==> src/rtl/mem_stage_unit.sv <==
// MEM pipeline stage: resolves branches, runs a multi-cycle data-memory
// request/acknowledge handshake with timeout, and registers MEM/WB outputs.
module mem_stage_unit #(
    parameter int TIMEOUT = 16
) (
    input  logic        clk_i,
    input  logic        rst_n,
    input  logic        RegWrite_i,
    input  logic        MemtoReg_i,
    input  logic        Branch_i,
    input  logic        MemRead_i,
    input  logic        MemWrite_i,
    input  logic        BeqBne_i,
    input  logic        zero_i,
    input  logic [31:0] program_after_branch_i,
    input  logic [31:0] ALU_Shifter_result_i,
    input  logic [31:0] readData2_i,
    input  logic [4:0]  writeReg_addr_i,
    output logic        mem_req_o,
    output logic        mem_we_o,
    output logic [31:0] mem_addr_o,
    output logic [31:0] mem_wdata_o,
    input  logic        mem_ack_i,
    input  logic [31:0] mem_rdata_i,
    output logic        stall_o,
    output logic        PCSrc_o,
    output logic [31:0] branch_target_o,
    output logic        RegWrite_o,
    output logic        MemtoReg_o,
    output logic [31:0] read_data_o,
    output logic [31:0] ALU_result_o,
    output logic [4:0]  writeReg_addr_o,
    output logic        err_o
);

    localparam int CW = (TIMEOUT > 2) ? $clog2(TIMEOUT) : 1;
    localparam logic [CW-1:0] CNT_LAST = CW'(TIMEOUT - 1);

    typedef enum logic [1:0] {
        IDLE   = 2'd0,
        ACCESS = 2'd1,
        DONE   = 2'd2
    } state_t;

    state_t        state_reg, state_next;
    logic [CW-1:0] cnt_reg, cnt_next;
    logic [31:0]   rdata_reg, rdata_next;
    logic          abort_reg, abort_next;
    logic          err_reg, err_next;
    logic          access;
    logic          is_load;
    logic          stall;

    assign access  = MemRead_i | MemWrite_i;
    // A simultaneous read+write is treated as a write, so it never returns data.
    assign is_load = MemRead_i & ~MemWrite_i;

    always_comb begin
        state_next = state_reg;
        cnt_next   = cnt_reg;
        rdata_next = rdata_reg;
        abort_next = abort_reg;
        err_next   = err_reg;
        stall      = 1'b0;
        case (state_reg)
            IDLE: begin
                if (access) begin
                    stall      = 1'b1;
                    state_next = ACCESS;
                    cnt_next   = '0;
                    abort_next = 1'b0;
                end
            end
            ACCESS: begin
                stall    = 1'b1;
                cnt_next = cnt_reg + 1'b1;
                if (mem_ack_i) begin
                    rdata_next = mem_rdata_i;
                    state_next = DONE;
                end else if (cnt_reg == CNT_LAST) begin
                    err_next   = 1'b1;
                    rdata_next = '0;
                    abort_next = 1'b1;
                    state_next = DONE;
                end
            end
            DONE: begin
                state_next = IDLE;
                cnt_next   = '0;
                abort_next = 1'b0;
            end
            default: begin
                state_next = IDLE;
                cnt_next   = '0;
            end
        endcase
    end

    always_ff @(posedge clk_i or negedge rst_n) begin
        if (!rst_n) begin
            state_reg <= IDLE;
            cnt_reg   <= '0;
            rdata_reg <= '0;
            abort_reg <= 1'b0;
            err_reg   <= 1'b0;
        end else begin
            state_reg <= state_next;
            cnt_reg   <= cnt_next;
            rdata_reg <= rdata_next;
            abort_reg <= abort_next;
            err_reg   <= err_next;
        end
    end

    // MEM/WB register: a stall cycle becomes a bubble, data fields hold.
    always_ff @(posedge clk_i or negedge rst_n) begin
        if (!rst_n) begin
            RegWrite_o      <= 1'b0;
            MemtoReg_o      <= 1'b0;
            read_data_o     <= '0;
            ALU_result_o    <= '0;
            writeReg_addr_o <= '0;
        end else if (!stall) begin
            RegWrite_o      <= RegWrite_i & ~((state_reg == DONE) & abort_reg);
            MemtoReg_o      <= MemtoReg_i;
            read_data_o     <= (is_load && state_reg == DONE) ? rdata_reg : 32'd0;
            ALU_result_o    <= ALU_Shifter_result_i;
            writeReg_addr_o <= writeReg_addr_i;
        end else begin
            RegWrite_o <= 1'b0;
            MemtoReg_o <= 1'b0;
        end
    end

    assign mem_req_o       = (state_reg == ACCESS);
    assign mem_we_o        = MemWrite_i;
    assign mem_addr_o      = ALU_Shifter_result_i;
    assign mem_wdata_o     = readData2_i;
    assign stall_o         = stall;
    assign err_o           = err_reg;
    assign PCSrc_o         = Branch_i & (zero_i ^ BeqBne_i) & ~stall;
    assign branch_target_o = program_after_branch_i;

endmodule

==> config.mk <==
export PLATFORM = sky130hd
export DESIGN_NAME = mem_stage_unit
export DESIGN_NICKNAME = d
export VERILOG_FILES = /design/src/rtl/mem_stage_unit.sv
export SDC_FILE = /design/constraint.sdc
export NUM_CORES = 1
export LEC_CHECK = 0
export ABC_CLOCK_PERIOD_IN_PS = 3550
export CAP_MARGIN = 20
export CORE_AREA = 3 3 122 124
export DETAILED_ROUTE_END_ITERATION = 8
export DIE_AREA = 0 0 125 127
export PLACE_DENSITY_LB_ADDON = 0.2
export SLEW_MARGIN = 20
export SYNTH_ARGS = -nofsm -noshare
export SYNTH_HDL_FRONTEND = slang
export SYNTH_SLANG_ARGS = --single-unit
export TNS_END_PERCENT = 5
==> constraint.sdc <==
create_clock -name clk_i -period 3.55 [get_ports clk_i]
set_clock_uncertainty 0.05 [all_clocks]
set_input_delay 0.71 -clock clk_i [delete_from_list [all_inputs] [get_ports clk_i]]
set_output_delay 0.71 -clock clk_i [all_outputs]
set_load 0.01 [all_outputs]
==> results of run 1 <==
## metal layers
metal,GRT usage [%],vias up,share of wire [%],wire (um)
met5,0,-,0,0
met4,4.337,0,0.95,104
met3,5.435,9,12,1286
met2,20.56,198,46,5009
met1,17.48,1451,41,4533
li1,-,1365,-,-
## area by class of cell
cell class	count	area, um2
Sequential cell	111	2778
Timing Repair Buffer	189	1894
Multi-Input combinational cell	137	1229
Clock buffer	12	256.5
Tap cell	180	225.2
Clock inverter	4	76.32
Inverter	3	11.26
Fill cell	1212	7411
## cells in the final DEF, fill, tap and decap left out, types with 2 or more instances in the layout
cell             netlist  final
nand3_1                3      3
a21oi_1                2      2
bufinv_16              0      2
mux2_1                34     34
clkdlybuf4s50_1        0    185
mux2_2                 3      3
a22o_1                64     64
a31oi_1                2      2
xor2_1                 2      2
buf_4                 99      3
clkbuf_8               0      2
o31ai_1                2      2
nor2_1                 5      5
clkbuf_16              0      9
dfrtp_1              111    111
inv_1                  2      2
nand2_1                4      4
## logic make-up after synthesis
group	count (synthesis)	share of synthesized area [%]
buf+inv	121	18.21
mux	38	8.710
flops	111	56.70
compound gates	73	12.62
fa+ha+maj	1	0.2554
xor+xnor	2	0.3577
simple gates	23	3.142
## synth_stat cells (all sizes together) (2+ instances only)
library cell  number
buf              117
mux2              37
nand3              3
inv                3
a21oi              2
xor2               2
nand2b             2
o31ai              2
nor2               6
a31oi              2
nand2              4
nor3               2
dfrtp            111
a22o              64
## worst max-delay path, delay by kind of cell
family | cells | cell delay (ns)
AND/OR/NAND/NOR | 3 | 0.53
buffers and inverters | 2 | 1.07
## report_power, final
part / switching, uW / internal [uW] / leakage [uW]
logic: 673 / 976 / 0.00125
registers: 272 / 1730 / 0.00140
clock network: 441 / 660 / 0.000159
total: 1390 / 3370 / 0.00281
## how the worst max path moves through the flow
stage	startpoint	endpoint	slack, ns	cells past startpoint
4_1_cts	MemWrite_i	PCSrc_o	0.46	5
6_report	MemWrite_i	PCSrc_o	0.48	5
2_1_floorplan	MemWrite_i	PCSrc_o	1.36	4
3_5_place_dp	MemWrite_i	PCSrc_o	0.47	5
3_3_place_gp	MemWrite_i	PCSrc_o	0.48	5
5_1_grt	MemWrite_i	PCSrc_o	0.35	5
## through the flow
| step | util [%] | hold WS [ns] | setup WS [ns] | power, uW | std cells |
|---|---|---|---|---|---|
| floorplan | - | 0.3644 | 1.358 | 2945 | 369 |
| global placement | 44.21 | 0.4163 | 0.4799 | 3675 | 620 |
| detailed placement | 44.21 | 0.4266 | 0.4730 | 3712 | 620 |
| CTS | 46.61 | 0.4440 | 0.4595 | 4839 | 636 |
| global route | 46.61 | 0.4581 | 0.3510 | 5028 | 636 |
| finish | 46.61 | 0.3996 | 0.4764 | 4757 | 636 |
==> results_dict.tcl, run 1 <==
set metrics [dict create \
    numCtsBuffers 9 \
    rsz0062_at_grt "false" \
    clockBufferDepth 2 \
    cts_sinks 111 \
    drv_cap 0 \
    insertion_delay_ns 0.34 \
    critPathArrivalTime_ns 2.31 \
    clkTransAtPathRegs_ns 0.07 \
    r2r_setup_slack_ns 1.36 \
    slew_violations 0 \
    syn_inst 369 \
    grt_overflow 0 \
    fin_crit_ns 3.074 \
    leakage_uw 0.002806 \
    outcome "finished clean" \
    worst-setup-path-type "in2out" \
    pwr_density_cell_nw_per_um2 735.3 \
    reg2reg_depth 4 \
    area_growth_pct 32.08 \
    drive_above_1_share_pct 6.140 \
    first_global_vias 3036 \
    core-area_um2 13880 \
    cp_slowest_stage_delay_ns 0.54 \
    critPathLaunchType "primary input" \
    syn_avg_cell_area_um2 13.27 \
    drt_iter0_markers 118 \
    grt_max_degree 70 \
    synth_edf_count 0 \
    die_area_um2 15880 \
    cpMostUsedCell "clkdlybuf4s50_1" \
    n_antenna_cell 0 \
    synth_nets 513 \
    path_cells "clkdlybuf4s50_1, nor3_4, nor2_4, nor2_1, clkdlybuf4s50_1" \
    die_y_um 127 \
    hold_viol_final 0 \
    worstPathRequired_ns 2.79 \
    tns_ns 0 \
    ys_warn_count 0 \
    hp-class "in2async" \
    viasPerCell 4.753 \
    cts-htree-levels 3 \
    die_x_um 125 \
    synth_ff_type "dfrtp_1" \
    gp_congestion 0.7850 \
    antenna_found_initial 0 \
    num_vias 3023 \
    synth_area_um2 4898 \
    r2r-end "ALU_result_o[31]" \
    drt-wirelength-per-cell_um 17.19 \
    slew_headroom_pct 42.36 \
    io_pins 315 \
    critPathMaxFanout 6 \
    rr_startpoint "state_reg[0]" \
    synth.distinct_cells 33 \
    dr.pass1.iters 4 \
    ys_seq_area_share_pct 56.70 \
    dp_hpwl_mm 7.741 \
    final_nets 595 \
    async_flop_share_pct 100.0 \
    postCtsSetupBuffers 0 \
    grt_pass1_wl_mm 17.03 \
    rows 43 \
    post_cts_resized 0 \
    place_area_um2 6137 \
    fin_crit_sh_pct 86.58 \
    cts_root_buffer "clkbuf_16" \
    cts_tree "done" \
    synth.top_cells.by_area "dfrtp_1 (57%), buf_4 (15%), a22o_1 (11%), mux2_1 (7.8%), buf_6 (1.6%)" \
    grtUsageTotal_pct 13.42 \
    antenna_left 0 \
    cp_slowest_cell "clkdlybuf4s50_1" \
    finalSetupViolations 0 \
    routed_wl_mm 10.93 \
    holdBufCountCts 0 \
    synth_area_leader_cell "dfrtp_1" \
    io_buffers 186 \
    tightest_slew_ns 0.8645 \
    ys_ff_latch 111 \
    fmax_mhz 325.4 \
    ir_drop_mv 0.2638 \
    end_kind "output pin" \
    final_area_um2 6470 \
    netlist.area_leader.share_pct 56.70 \
    start_util_pct 35.29 \
    drc 0 \
]
Note: power is estimated with default switching activity, not from simulation.
==> run 2, diff against run 1 <==
Settings changed: GPL_TIMING_DRIVEN from default to 0, PLACE_DENSITY from default to 0.85, PLACE_DENSITY_LB_ADDON 0.2 to default.
==> run 2 against run 1 <==
Against the previous run: utilization grew 11 points; clock-buffer cell count grew 2; cell area grew 23%; non-clock buffer count grew 180; combinational power grew 19%; hold slack lost 0.21 ns; setup slack lost 0.32 ns; critical path depth is the same; sequential share of layout area shrank 8.1 points; die area is the same.
==> results_dict.tcl, run 2 (synthesis results as in run 1) <==
set metrics [dict create \
    num_vias 3797 \
    viasPerCell 4.653 \
    antenna_found_initial 0 \
    rsz0062_at_grt "false" \
    drt_iter0_markers 122 \
    drc 0 \
    drive_above_1_share_pct 22.33 \
    die_x_um 125 \
    final_common_cell "clkdlybuf4s50_1" \
    die_y_um 127 \
    leakage_uw 0.003603 \
    final_cell_mix "clkdlybuf4s50_1 (249), dfrtp_1 (111), buf_4 (99)" \
    fin_crit_sh_pct 95.66 \
    grt_overflow 0 \
    rows 43 \
    start_util_pct 35.29 \
    core-area_um2 13880 \
    grt_pass1_wl_mm 21.09 \
    grtUsageTotal_pct 16.49 \
    slew_violations 0 \
    critPathMaxFanout 10 \
    area_growth_pct 62.63 \
    hold_viol_final 0 \
    ir_drop_mv 0.3230 \
    final_nets 775 \
    dp.cells 800 \
    cts-htree-levels 3 \
    dr.pass1.iters 4 \
    gp_congestion 0.8280 \
    fin_hold_ws_ns 0.1891 \
    n_antenna_cell 0 \
    io_buffers 250 \
    routed_wl_mm 13.49 \
    numCtsBuffers 9 \
    critPathLaunchType "primary input" \
    cts_sinks 111 \
    first_global_vias 4042 \
    fin_crit_ns 3.396 \
    cts_tree "done" \
    postCtsSetupBuffers 0 \
    holdBufCountCts 0 \
    finalSetupViolations 0 \
    tightest_slew_ns 0.3773 \
    finalNonFillerCells 816 \
    hp-class "in2async" \
    die_area_um2 15880 \
    outcome "finished clean" \
    end_kind "output pin" \
    cts_root_buffer "clkbuf_16" \
    io_pins 315 \
    worst-setup-path-type "in2out" \
    insertion_delay_ns 0.35 \
    worstPathRequired_ns 2.79 \
    r2r_setup_slack_ns 1.84 \
    pwr_density_cell_nw_per_um2 629.5 \
    drv_cap 0 \
    clkTransAtPathRegs_ns 0.07 \
    clockBufferDepth 2 \
    fmax_mhz 294.5 \
    grt_max_degree 78 \
    antenna_left 0 \
    critPathArrivalTime_ns 2.64 \
    dp_hpwl_mm 10.64 \
    slew_headroom_pct 74.85 \
    drt-wirelength-per-cell_um 16.53 \
    post_cts_resized 0 \
]
run 2: cell count changes in the layout (fill, tap and decap cells not counted), sizes merged:
cell,change
buf,+115
clkdlybuf4s50,+64
clkbuf,+3
bufinv,-1
inv,-1
run 2: stage by stage:
step                util [%]  setup TNS (ns)  setup slack [ns]  cell area (um2)  total power, uW
global placement       54.94         -256.00            -2.315             7626             3934
CTS                    57.39               0            0.1188             7966             5084
global route           57.39               0           0.05361             7966             5298
floorplan                  -               0             1.358             4898             2945
finish                 57.39               0            0.1539             7966             5015
detailed placement     55.15               0            0.1180             7655             4021
run 2: worst max-delay path: stages:
cell and delay, ns:
clkdlybuf4s50_1 0.62, nor3_4 0.11, nor2_4 0.31, buf_2 0.30, clkdlybuf4s50_1 0.59
run 2: final timing paths:
check	cells past startpoint	start	endpoint
min	1	rst_n	rdata_reg[23]
min reg2reg	2	err_o	err_o
min in group clk_i	2	err_o	err_o
max in group asynchronous	2	rst_n	ALU_result_o[3]
max	5	MemWrite_i	stall_o
max reg2reg	6	cnt_reg[0]	rdata_reg[7]
run 2: report_power, final:
part,switching (uW),total (uW),internal (uW),leakage [uW]
Clock,438,1040,606,0.000149
Sequential,275,2010,1740,0.00140
Combinational,784,1960,1180,0.00205
run 2: area by class of cell:
| cell class | instances | area (um2) |
|---|---|---|
| well taps | 180 | 225.2 |
| inverters | 3 | 11.26 |
| multi-input cells | 137 | 1229 |
| clock buffers | 14 | 274.0 |
| flip-flops and latches | 111 | 2778 |
| fillers | 1119 | 5914 |
| clock inverters | 2 | 37.54 |
| repair buffers | 251 | 2531 |
| plain buffers | 118 | 880.8 |
run 2: per-layer routing:
| layer | part of all wire [%] | routed length (um) | vias to the layer above | track usage, % |
|---|---|---|---|---|
| met1 | 39 | 5201 | 1879 | 18.87 |
| li1 | - | - | 1719 | - |
| met4 | 1.1 | 151 | 0 | 4.273 |
| met3 | 7.6 | 1029 | 15 | 4.975 |
| met5 | 0 | 0 | - | 0 |
| met2 | 53 | 7109 | 184 | 30.15 |
